### src/rtl/ext_io_bank.sv
// ext_io_bank: memory-mapped general-purpose I/O bank.
// Provides an output register with set/clear aliases, per-bit direction
// control, a synchronised input view, and edge-triggered interrupt status
// with write-one-to-clear semantics.
module ext_io_bank #(
  parameter logic [31:0] BASE_ADDR   = 32'h0000_9000,
  parameter int          IO_W        = 8,
  parameter int          SYNC_STAGES = 2
) (
  input  logic            clk_i,
  input  logic            reset_i,
  input  logic [31:0]     addr_i,
  input  logic            we_i,
  input  logic            re_i,
  input  logic [31:0]     data_i,
  output logic [31:0]     data_o,
  output logic            rvalid_o,
  input  logic [IO_W-1:0] ext_data_i,
  output logic [IO_W-1:0] ext_data_o,
  output logic [IO_W-1:0] ext_oe_o,
  output logic            irq_o
);

  typedef enum logic [2:0] {
    REG_OUT     = 3'd0,
    REG_OUT_SET = 3'd1,
    REG_OUT_CLR = 3'd2,
    REG_IN      = 3'd3,
    REG_DIR     = 3'd4,
    REG_IE_RISE = 3'd5,
    REG_IE_FALL = 3'd6,
    REG_STATUS  = 3'd7
  } regSel_e;

  // Events are ignored until the synchroniser and the history register both
  // hold real pad samples, so a pad that is already high at reset release
  // does not look like a rising edge.
  localparam logic [2:0] FILL_DONE = 3'(SYNC_STAGES + 1);

  logic [IO_W-1:0] out_q, out_d;
  logic [IO_W-1:0] dir_q, dir_d;
  logic [IO_W-1:0] ieRise_q, ieRise_d;
  logic [IO_W-1:0] ieFall_q, ieFall_d;
  logic [IO_W-1:0] status_q, status_d;
  logic [IO_W-1:0] prev_q;
  logic [IO_W-1:0] evt_q, evt_d;
  logic [IO_W-1:0] sync_q [SYNC_STAGES];
  logic [2:0]      fill_q;
  logic [31:0]     data_q;
  logic            rvalid_q;

  logic [29:0]     wordOff;
  logic            hit;
  regSel_e         regSel;
  logic [IO_W-1:0] wrData;
  logic [IO_W-1:0] syncOut;
  logic [IO_W-1:0] rise;
  logic [IO_W-1:0] fall;
  logic            primed;
  logic [31:0]     rdWord;
  logic            unusedBits;

  // Word offset from the base; addresses below the base wrap to large
  // values and therefore fall outside the eight-word window.
  assign wordOff    = addr_i[31:2] - BASE_ADDR[31:2];
  assign hit        = (wordOff < 30'd8);
  assign regSel     = regSel_e'(wordOff[2:0]);
  assign wrData     = data_i[IO_W-1:0];
  assign syncOut    = sync_q[SYNC_STAGES-1];
  assign rise       = syncOut & ~prev_q;
  assign fall       = ~syncOut & prev_q;
  assign primed     = (fill_q == FILL_DONE);
  assign unusedBits = ^{addr_i[1:0], data_i};

  // Qualify pad edges with direction and enables; registered before STATUS.
  always_comb begin
    evt_d = '0;
    if (primed) begin
      evt_d = ~dir_q & ((rise & ieRise_q) | (fall & ieFall_q));
    end
  end

  // Next-state for the software-visible registers; a set event beats a W1C.
  always_comb begin
    out_d    = out_q;
    dir_d    = dir_q;
    ieRise_d = ieRise_q;
    ieFall_d = ieFall_q;
    status_d = status_q;
    if (we_i && hit) begin
      case (regSel)
        REG_OUT:     out_d    = wrData;
        REG_OUT_SET: out_d    = out_q | wrData;
        REG_OUT_CLR: out_d    = out_q & ~wrData;
        REG_DIR:     dir_d    = wrData;
        REG_IE_RISE: ieRise_d = wrData;
        REG_IE_FALL: ieFall_d = wrData;
        REG_STATUS:  status_d = status_q & ~wrData;
        default:     ;
      endcase
    end
    status_d = status_d | (evt_q & ~dir_q);
  end

  // Read mux built from current register values, so a same-cycle write
  // returns the pre-write contents.
  always_comb begin
    rdWord = '0;
    if (hit) begin
      case (regSel)
        REG_OUT, REG_OUT_SET, REG_OUT_CLR: rdWord = 32'(out_q);
        REG_IN:      rdWord = 32'(syncOut);
        REG_DIR:     rdWord = 32'(dir_q);
        REG_IE_RISE: rdWord = 32'(ieRise_q);
        REG_IE_FALL: rdWord = 32'(ieFall_q);
        REG_STATUS:  rdWord = 32'(status_q);
        default:     rdWord = '0;
      endcase
    end
  end

  // Input synchroniser chain for the asynchronous pads.
  always_ff @(posedge clk_i) begin
    if (reset_i) begin
      for (int s = 0; s < SYNC_STAGES; s++) begin
        sync_q[s] <= '0;
      end
    end else begin
      sync_q[0] <= ext_data_i;
      for (int s = 1; s < SYNC_STAGES; s++) begin
        sync_q[s] <= sync_q[s-1];
      end
    end
  end

  // Register file, edge history and startup fill counter.
  always_ff @(posedge clk_i) begin
    if (reset_i) begin
      out_q    <= '0;
      dir_q    <= '0;
      ieRise_q <= '0;
      ieFall_q <= '0;
      status_q <= '0;
      prev_q   <= '0;
      evt_q    <= '0;
      fill_q   <= '0;
    end else begin
      out_q    <= out_d;
      dir_q    <= dir_d;
      ieRise_q <= ieRise_d;
      ieFall_q <= ieFall_d;
      status_q <= status_d;
      prev_q   <= syncOut;
      evt_q    <= evt_d;
      if (!primed) begin
        fill_q <= fill_q + 3'd1;
      end
    end
  end

  // Registered read response; data holds between reads.
  always_ff @(posedge clk_i) begin
    if (reset_i) begin
      rvalid_q <= 1'b0;
      data_q   <= '0;
    end else begin
      rvalid_q <= re_i;
      if (re_i) begin
        data_q <= rdWord;
      end
    end
  end

  assign data_o     = data_q;
  assign rvalid_o   = rvalid_q;
  assign ext_data_o = out_q;
  assign ext_oe_o   = dir_q;
  assign irq_o      = |status_q;

endmodule
### config.mk
export PLATFORM = sky130hd
export DESIGN_NAME = ext_io_bank
export DESIGN_NICKNAME = d
export VERILOG_FILES = /design/src/rtl/ext_io_bank.sv
export SDC_FILE = /design/constraint.sdc
export NUM_CORES = 1
export LEC_CHECK = 0
export CELL_PAD_IN_SITES_DETAIL_PLACEMENT = 1
export CELL_PAD_IN_SITES_GLOBAL_PLACEMENT = 2
export CORE_UTILIZATION = 30
export CTS_CLUSTER_SIZE = 12
export DETAILED_ROUTE_END_ITERATION = 8
export HOLD_SLACK_MARGIN = 0.02
export PLACE_DENSITY = 0.87
export SYNTH_ARGS = -nofsm -noshare
export SYNTH_HDL_FRONTEND = slang
export SYNTH_SLANG_ARGS = --single-unit
### constraint.sdc
create_clock -name clk_i -period 4.24 [get_ports clk_i]
set_input_delay 1.06 -clock clk_i [delete_from_list [all_inputs] [get_ports clk_i]]
set_output_delay 1.06 -clock clk_i [all_outputs]
set_load 0.01 [all_outputs]
== Word level (Yosys, flattened, before mapping) ==
Memories as Yosys holds them, arrays and structs flattened.
Cells that the tools add are included.

* Flip-flop bits (word level): 92
* RAM bits: 16
* Input bits: 76
* Output and inout bits: 50
* Logic and storage cells: 60
* Memories: 1

* $add $sub $neg: 2
* Magnitude comparators: 1
* Eq/ne operators: 8
* Mux-type cells: 10
* Bitwise logic cells: 18
* Reductions and logical operators: 10

{| class="wikitable"
|+ Memory list
! memory !! words !! bits a word !! rd ports !! clocked after Yosys merged registers in !! wr ports !! RTL line !! text
|-
| sync_q || 2 || 8 || 2 || 0 || 2 || 47 || <nowiki>logic [IO_W-1:0] sync_q [SYNC_STAGES];</nowiki>
|}

{| class="wikitable"
|+ Operators with widths
! operator !! count
|-
| $pmux 32 s6 || 1
|-
| $and 8x8->8 || 8
|-
| $mux 32 || 1
|-
| $mux 8 || 4
|-
| $not 8->8 || 4
|-
| $lt 30x4->1 const B || 1
|-
| $sub 30x14->30 const B || 1
|-
| $or 8x8->8 || 3
|-
| $pmux 8 s3 || 1
|-
| $eq 3x3->1 const B || 4
|-
| $eq 3x2->1 const B || 3
|-
| $reduce_and 2->1 || 4
|-
| $reduce_or 8->1 || 1
|-
| $add 3x1->3 const B || 1
|-
| $eq 3x1->1 const B || 1
|-
| $logic_not 3->1 || 1
|-
| $mux 1 || 3
|-
| $reduce_bool 3->1 || 1
|-
| $reduce_or 3->1 || 1
|-
| $or 1x1->1 || 2
|-
| $reduce_or 2->1 || 1
|-
| $logic_and 1x1->1 || 1
|-
| $not 1->1 || 1
|}

== Logic depth before layout (Yosys ltp) ==
Gate-level depths: netlist of run 1.

* Depth in word-level cells: 5
* Depth in mapped cells: 7
* Depth with buffers taken out: 5

== Least setup slack after synthesis of run 1 ==
No wires, ideal clock.

* Path type: in2reg
* Start point: input port addr_i[16]
* End point: register ieFall_q[0]
* Setup time: 121 ps
* Arrival: 2376 ps
* Data required time: 4119 ps
* Slack: 1744 ps
* Cell stages on the path: 5
* Buffers on the path: 1
* Cells stage by stage: nor4_1 > nand3_1 > or4_1 > buf_4 > mux2i_1

* Longest elaborated chain between the ends: 4

{| class="wikitable"
|+ Ends and longest elaborated chain
! element !! RTL line !! text
|-
| start: declaration || 12 || <nowiki>input logic [31:0] addr_i,</nowiki>
|-
| $sub 30x14->30 || 65 || <nowiki>assign wordOff = addr_i[31:2] - BASE_ADDR[31:2];</nowiki>
|-
| $lt 30x4->1 || 66 || <nowiki>assign hit = (wordOff < 30'd8);</nowiki>
|-
| $logic_and 1x1->1 || 90 || <nowiki>if (we_i && hit) begin</nowiki>
|-
| $reduce_and 2->1 (no line) || - ||
|-
| end signal: assignment || 151 || <nowiki>ieFall_q <= ieFall_d;</nowiki>
|-
| end: declaration || 43 || <nowiki>logic [IO_W-1:0] ieFall_q, ieFall_d;</nowiki>
|}

No other way between the ends.
A chain may end at the register's enable or synchronous reset.

== Final worst setup path of run 1 ==
* Start point: input port addr_i[16]
* End point: register ieRise_q[4]

* Longest elaborated chain between the ends: 4

{| class="wikitable"
|+ Ends and longest elaborated chain
! element !! RTL line !! text
|-
| $sub 30x14->30 || 65 ||
|-
| $lt 30x4->1 || 66 ||
|-
| $logic_and 1x1->1 || 90 ||
|-
| $reduce_and 2->1 (no line) || - ||
|-
| end signal: assignment || 150 || <nowiki>ieRise_q <= ieRise_d;</nowiki>
|-
| end: declaration || 42 || <nowiki>logic [IO_W-1:0] ieRise_q, ieRise_d;</nowiki>
|}

No other way between the ends.

==> results of run 1 <==
[worst paths after layout]
kind | to | slack [ns] | depth (start not counted) | from
hold / removal | sync_q[0][14]$_SDFF_PP0_ | 0.43 | 1 | sync_q[0][6]$_SDFF_PP0_
setup / recovery | ieRise_q[4]$_SDFFE_PP0P_ | 1.04 | 6 | addr_i[16]
hold reg to reg | sync_q[0][14]$_SDFF_PP0_ | 0.43 | 1 | sync_q[0][6]$_SDFF_PP0_
setup reg to reg | data_o[7]$_SDFFE_PP0P_ | 2.77 | 4 | status_q[7]$_SDFF_PP0_
[stage by stage]
| step | std cells | worst slack (ns) | area (µm²) |
|---|---|---|---|
| floorplan | 416 | 1.74 | 3990 |
| global placement | 624 | 0.757 | 4730 |
| detailed placement | 624 | 0.671 | 4730 |
| CTS | 639 | 1.01 | 5010 |
| global route | 639 | 0.890 | 5010 |
| finish | 639 | 1.04 | 5010 |
[area by class of cell]
cell class              count  area [µm²]  share of cell area
clock buffers              10         229              0.0457
multi-input cells         267        1960               0.390
clock inverters             5        53.8              0.0107
flip-flops and latches     84        1680               0.336
inverters                  18        67.6              0.0135
repair buffers             83         806               0.161
well taps                 172         215              0.0430
[logic make-up after synthesis]
family / Yosys count / share of synthesized area
buf+inv: 65 / 0.0892
flops: 84 / 0.431
mux: 41 / 0.131
simple gates: 147 / 0.236
xor+xnor: 3 / 0.00674
fa+ha+maj: 2 / 0.00642
compound gates: 50 / 0.0982
other cells: 1 / 0.000962
[critical path, stage by stage]
cell             delay [ns]
clkdlybuf4s50_1        0.40
nor4_1                 0.34
nand3_1                0.33
buf_4                  0.30
or4_1                  0.77
mux2i_1                0.20
[cells in the mapped netlist, types with 8 or more instances]
library cell	number
nand2b_1	41
nor4_1	12
nand2_1	19
clkbuf_1	14
mux4_2	8
nor3_1	8
dfxtp_1	84
nor2_1	24
mux2i_1	33
nor2b_1	25
o32ai_1	8
a22o_1	8
buf_4	25
inv_1	18
o21ai_0	8
o2111ai_1	8
buf_2	8
a31oi_1	8
a311oi_1	8
[state kept, by name (all words and copies together) (netlist names)]
signal	flops
data_o	8
ext_data_o	8
fill_q	3
rvalid_o	1
ieFall_q	8
status_q	8
sync_q	16
evt_q	8
prev_q	8
ext_oe_o	8
ieRise_q	8
[report_power, final]
| part | internal, mW | leakage [nW] | total, mW | switching, mW |
|---|---|---|---|---|
| sequential | 0.805 | 0.681 | 0.813 | 0.00834 |
| combinational | 0.0755 | 1.04 | 0.162 | 0.0861 |
| clock | 0.451 | 0.142 | 0.762 | 0.311 |
[routing by layer]
metal | share of wire | wire (µm) | vias to the layer above
met2 | 0.48 | 5110 | 84
li1 | - | - | 1487
met5 | 0 | 0 | -
met4 | 0.012 | 127 | 0
met1 | 0.46 | 4960 | 1525
met3 | 0.048 | 516 | 10
==> results.yml, run 1 <==
status:
  status: "complete, no violations"
timing:
  slew_headroom: 0.474
  hold_viol_final: 0
  timing.hold.ws_ns: 0.433
  drv_slew: 0
  post-route-min-period_ns: 3.20
  worst_slew_pin_slew_ns: 0.787
  clock.fmax_ghz: 0.312
  clock_skew_ns: 0.00614
  setup_tns_ns: 0
  setup_viol: 0
  fin_crit_sh: 0.755
  rsz0062_at_grt: "no"
synth:
  syn_area_per_cell_um2: 9.92
  synth_top_area_share: 0.431
  synth.distinct_cells: 34
  ys_top_cells_by_area: "dfxtp_1, mux2i_1, nand2b_1"
  synthFlopType: "dfxtp_1"
  synth_seq_cells: 84
  synth.yosys.seq_area_share: 0.431
  syn_inst: 393
  synth_edf_count: 0
  yosys_warnings: 0
  synth_async_sr_flop_share: 0
  synth_largest_area_cell: "dfxtp_1"
  syn_area_um2: 3900
cts:
  cts.reportedPaths.clkPinSlew_ns: 0.06
  max-clock-path-buffers: 2
  cts_sinks: 84
  clk_latency_ns: 0.34
  cts_tree: "done"
  numCtsBuffers: 9
  ctsResizeCount: 0
  root_buffer: "clkbuf_16"
  post-cts-setup-buffers: 0
  clock_tree.htree_level_count: 3
  cts_hold_buf: 0
min_path:
  min_path_type: "reg2reg"
detailed_routing:
  via_per_inst: 4.86
  num_vias: 3106
  postRouteAntennaNets: 0
  dr.first_iter.drc_count: 112
  wl_per_cell_um: 16.8
  drc: 0
  routed_wl_um: 10700
  dr.pass1.iters: 4
critical_path:
  worstSetupEndpointType: "flop"
  start_kind: "primary input"
  critical_path.max_fanout: 10
  crit_type: "in2reg"
  crit_arrival_ns: 3.41
  critPathRequiredTime_ns: 4.44
placed_design:
  gp_congestion: 0.801
  hpwlAfterDp_um: 7890
  portBuffers: 75
global_routing:
  grt_usage: 0.168
  grt_pass1_vias: 3236
  grt_max_degree: 36
  grt_pass1_wl_um: 17000
  antenna_found_initial: 0
  grt_use_met1: 0.212
  grt.met3_usage: 0.0272
  grt-ovfl-total: 0
  busiest_layer: "met2"
  global_route.usage.met2: 0.290
power:
  vdd_drop_max_mv: 0.166
  power_density_nw_per_um2: 347
  leakage_nw: 1.86
  p_total_mw: 1.74
die:
  die_w_um: 116
  ios: 126
  fp-row-count: 41
  die_y_um: 116
  initial_core_util: 0.308
  dieArea_um2: 13500
  core-area_um2: 12700
layout:
  final_util: 0.395
  mostFrequentLayoutCells: "dfxtp_1, clkdlybuf4s50_1, nand2b_1"
  syn_to_final_growth_pct: 28.5
  diodes: 0
  nFillCells: 1452
  drive_above_1_share: 0.0835
  final_nets: 541
  final_common_cell: "dfxtp_1"
flow_run:
  max_cap_violations: 0
Power figures use the tool's default switching activity.
==> inputs of run 2 (changes only) <==
Settings changed: CORE_UTILIZATION 30 to 28, PLACE_DENSITY 0.87 to 0.82.
Clock period 4.24 ns to 2.95 ns, I/O delays scaled along.
==> run 2 against run 1 <==
Core utilization shrank 1.1 points. Cell area grew 2.7%. Sequential share of layout area shrank 0.88 points. Clock skew is essentially flat. Routed wire length grew 0.58%. Hold slack gained 0.0039 ns. Die area grew 7.0%. Global-route usage shrank 1.3 points. Clock power grew 33%. Via count grew 2.2%. Sequential power grew 44%. Critical path type unchanged. Largest cell class unchanged.
==> results.yml, run 2 (same netlist as run 1, synthesis figures left out) <==
critical_path:
  cp-endpoint: "ieRise_q[7]$_SDFFE_PP0P_"
  rr_startpoint: "fill_q[0]$_SDFFE_PP0P_"
  r2r_end: "evt_q[2]$_SDFF_PP0_"
  r2r_cells: 4
  crit_type: "in2reg"
  rrSetupSlack_ns: 1.46
  worstSetupEndpointType: "flop"
  critical_path.max_fanout: 8
  crit_start: "addr_i[16]"
  critPathRequiredTime_ns: 3.16
  crit_arrival_ns: 2.79
  start_kind: "primary input"
global_routing:
  grt_max_degree: 55
  grt_pass1_vias: 3274
  grt_usage: 0.155
  antenna_found_initial: 0
  grt_pass1_wl_um: 17100
  grt-ovfl-total: 0
cts:
  ctsResizeCount: 0
  cts_hold_buf: 0
  cts_tree: "done"
  cts.reportedPaths.clkPinSlew_ns: 0.06
  clock_tree.htree_level_count: 3
  clk_latency_ns: 0.34
  post-cts-setup-buffers: 0
  max-clock-path-buffers: 2
  cts_sinks: 84
  root_buffer: "clkbuf_16"
  numCtsBuffers: 9
layout:
  final_cell_area_um2: 5140
  regMostFlops: "sync_q"
  final_common_cell: "dfxtp_1"
  mostFrequentLayoutCells: "dfxtp_1, clkdlybuf4s50_1, nand2b_1"
  drive_above_1_share: 0.114
  largest_reg_flops: 16
  diodes: 0
  syn_to_final_growth_pct: 31.9
  final_nets: 558
  final_util: 0.384
  fin_cells: 660
timing:
  clock.fmax_ghz: 0.388
  worst_slew_pin_slew_ns: 0.576
  post-route-min-period_ns: 2.58
  fin_crit_sh: 0.874
  rsz0062_at_grt: "no"
  slew_headroom: 0.615
  clock_skew_ns: 0.00567
  drv_slew: 0
  hold_viol_final: 0
  timing.hold.ws_ns: 0.437
  setup_viol: 0
  fin_ws_ns: 0.373
  setup_tns_ns: 0
power:
  vdd_drop_max_mv: 0.200
  leakage_nw: 1.92
  power_density_nw_per_um2: 472
  p_total_mw: 2.43
placed_design:
  placement.cell_area_um2: 4880
  pre_cts_ws_ns: -0.00505
  gp_congestion: 0.776
  hpwlAfterDp_um: 7820
  portBuffers: 75
  placed_cells: 645
die:
  dieArea_um2: 14400
  die_w_um: 120
  fp-row-count: 42
  core-area_um2: 13400
  ios: 126
  die_y_um: 120
  initial_core_util: 0.291
detailed_routing:
  dr.pass1.iters: 4
  num_vias: 3175
  via_per_inst: 4.81
  routed_wl_um: 10800
  wl_per_cell_um: 16.3
  postRouteAntennaNets: 0
  dr.first_iter.drc_count: 128
  drc: 0
flow_run:
  max_cap_violations: 0
status:
  status: "complete, no violations"
min_path:
  min_path_type: "reg2reg"
==> run 2: metal layers <==
| layer | global-route usage | vias up | share of wire |
|---|---|---|---|
| met1 | 0.197 | 1550 | 0.46 |
| li1 | - | 1514 | - |
| met3 | 0.0361 | 15 | 0.053 |
| met2 | 0.254 | 96 | 0.47 |
| met4 | 0.0539 | 0 | 0.018 |
| met5 | 0 | - | 0 |
==> run 2: power by group <==
group          switching, mW  total (mW)  internal (mW)
sequential            0.0125        1.17           1.16
clock                  0.446        1.01          0.564
combinational          0.129       0.250          0.122
total                  0.587        2.43           1.84
==> run 2: worst min-delay path by stage <==
| stage | slack (ns) | to | from | depth (start not counted) |
|---|---|---|---|---|
| after detailed placement | 0.43 | sync_q[0][15]$_SDFF_PP0_ | sync_q[0][7]$_SDFF_PP0_ | 1 |
| final | 0.44 | sync_q[0][14]$_SDFF_PP0_ | sync_q[0][6]$_SDFF_PP0_ | 1 |
| after global routing | 0.46 | sync_q[0][12]$_SDFF_PP0_ | sync_q[0][4]$_SDFF_PP0_ | 1 |
| after floorplan | 0.41 | sync_q[0][10]$_SDFF_PP0_ | sync_q[0][2]$_SDFF_PP0_ | 1 |
| after CTS | 0.44 | sync_q[0][14]$_SDFF_PP0_ | sync_q[0][6]$_SDFF_PP0_ | 1 |
| after global placement | 0.42 | sync_q[0][11]$_SDFF_PP0_ | sync_q[0][3]$_SDFF_PP0_ | 1 |
==> run 2: worst max-delay path, cell delays in order <==
cell and delay (ns):
clkdlybuf4s50_1 0.40, nor4_1 0.31, nand3_1 0.35, or4_1 0.67, buf_4 0.20, mux2i_1 0.12
==> run 2: layout make-up <==
type | instances | area [µm²]
fillers | 1518 | 8260
multi-input cells | 267 | 1960
flip-flops and latches | 84 | 1680
repair buffers | 100 | 958
clock buffers | 11 | 233
well taps | 176 | 220
inverters | 18 | 67.6
clock inverters | 4 | 27.5
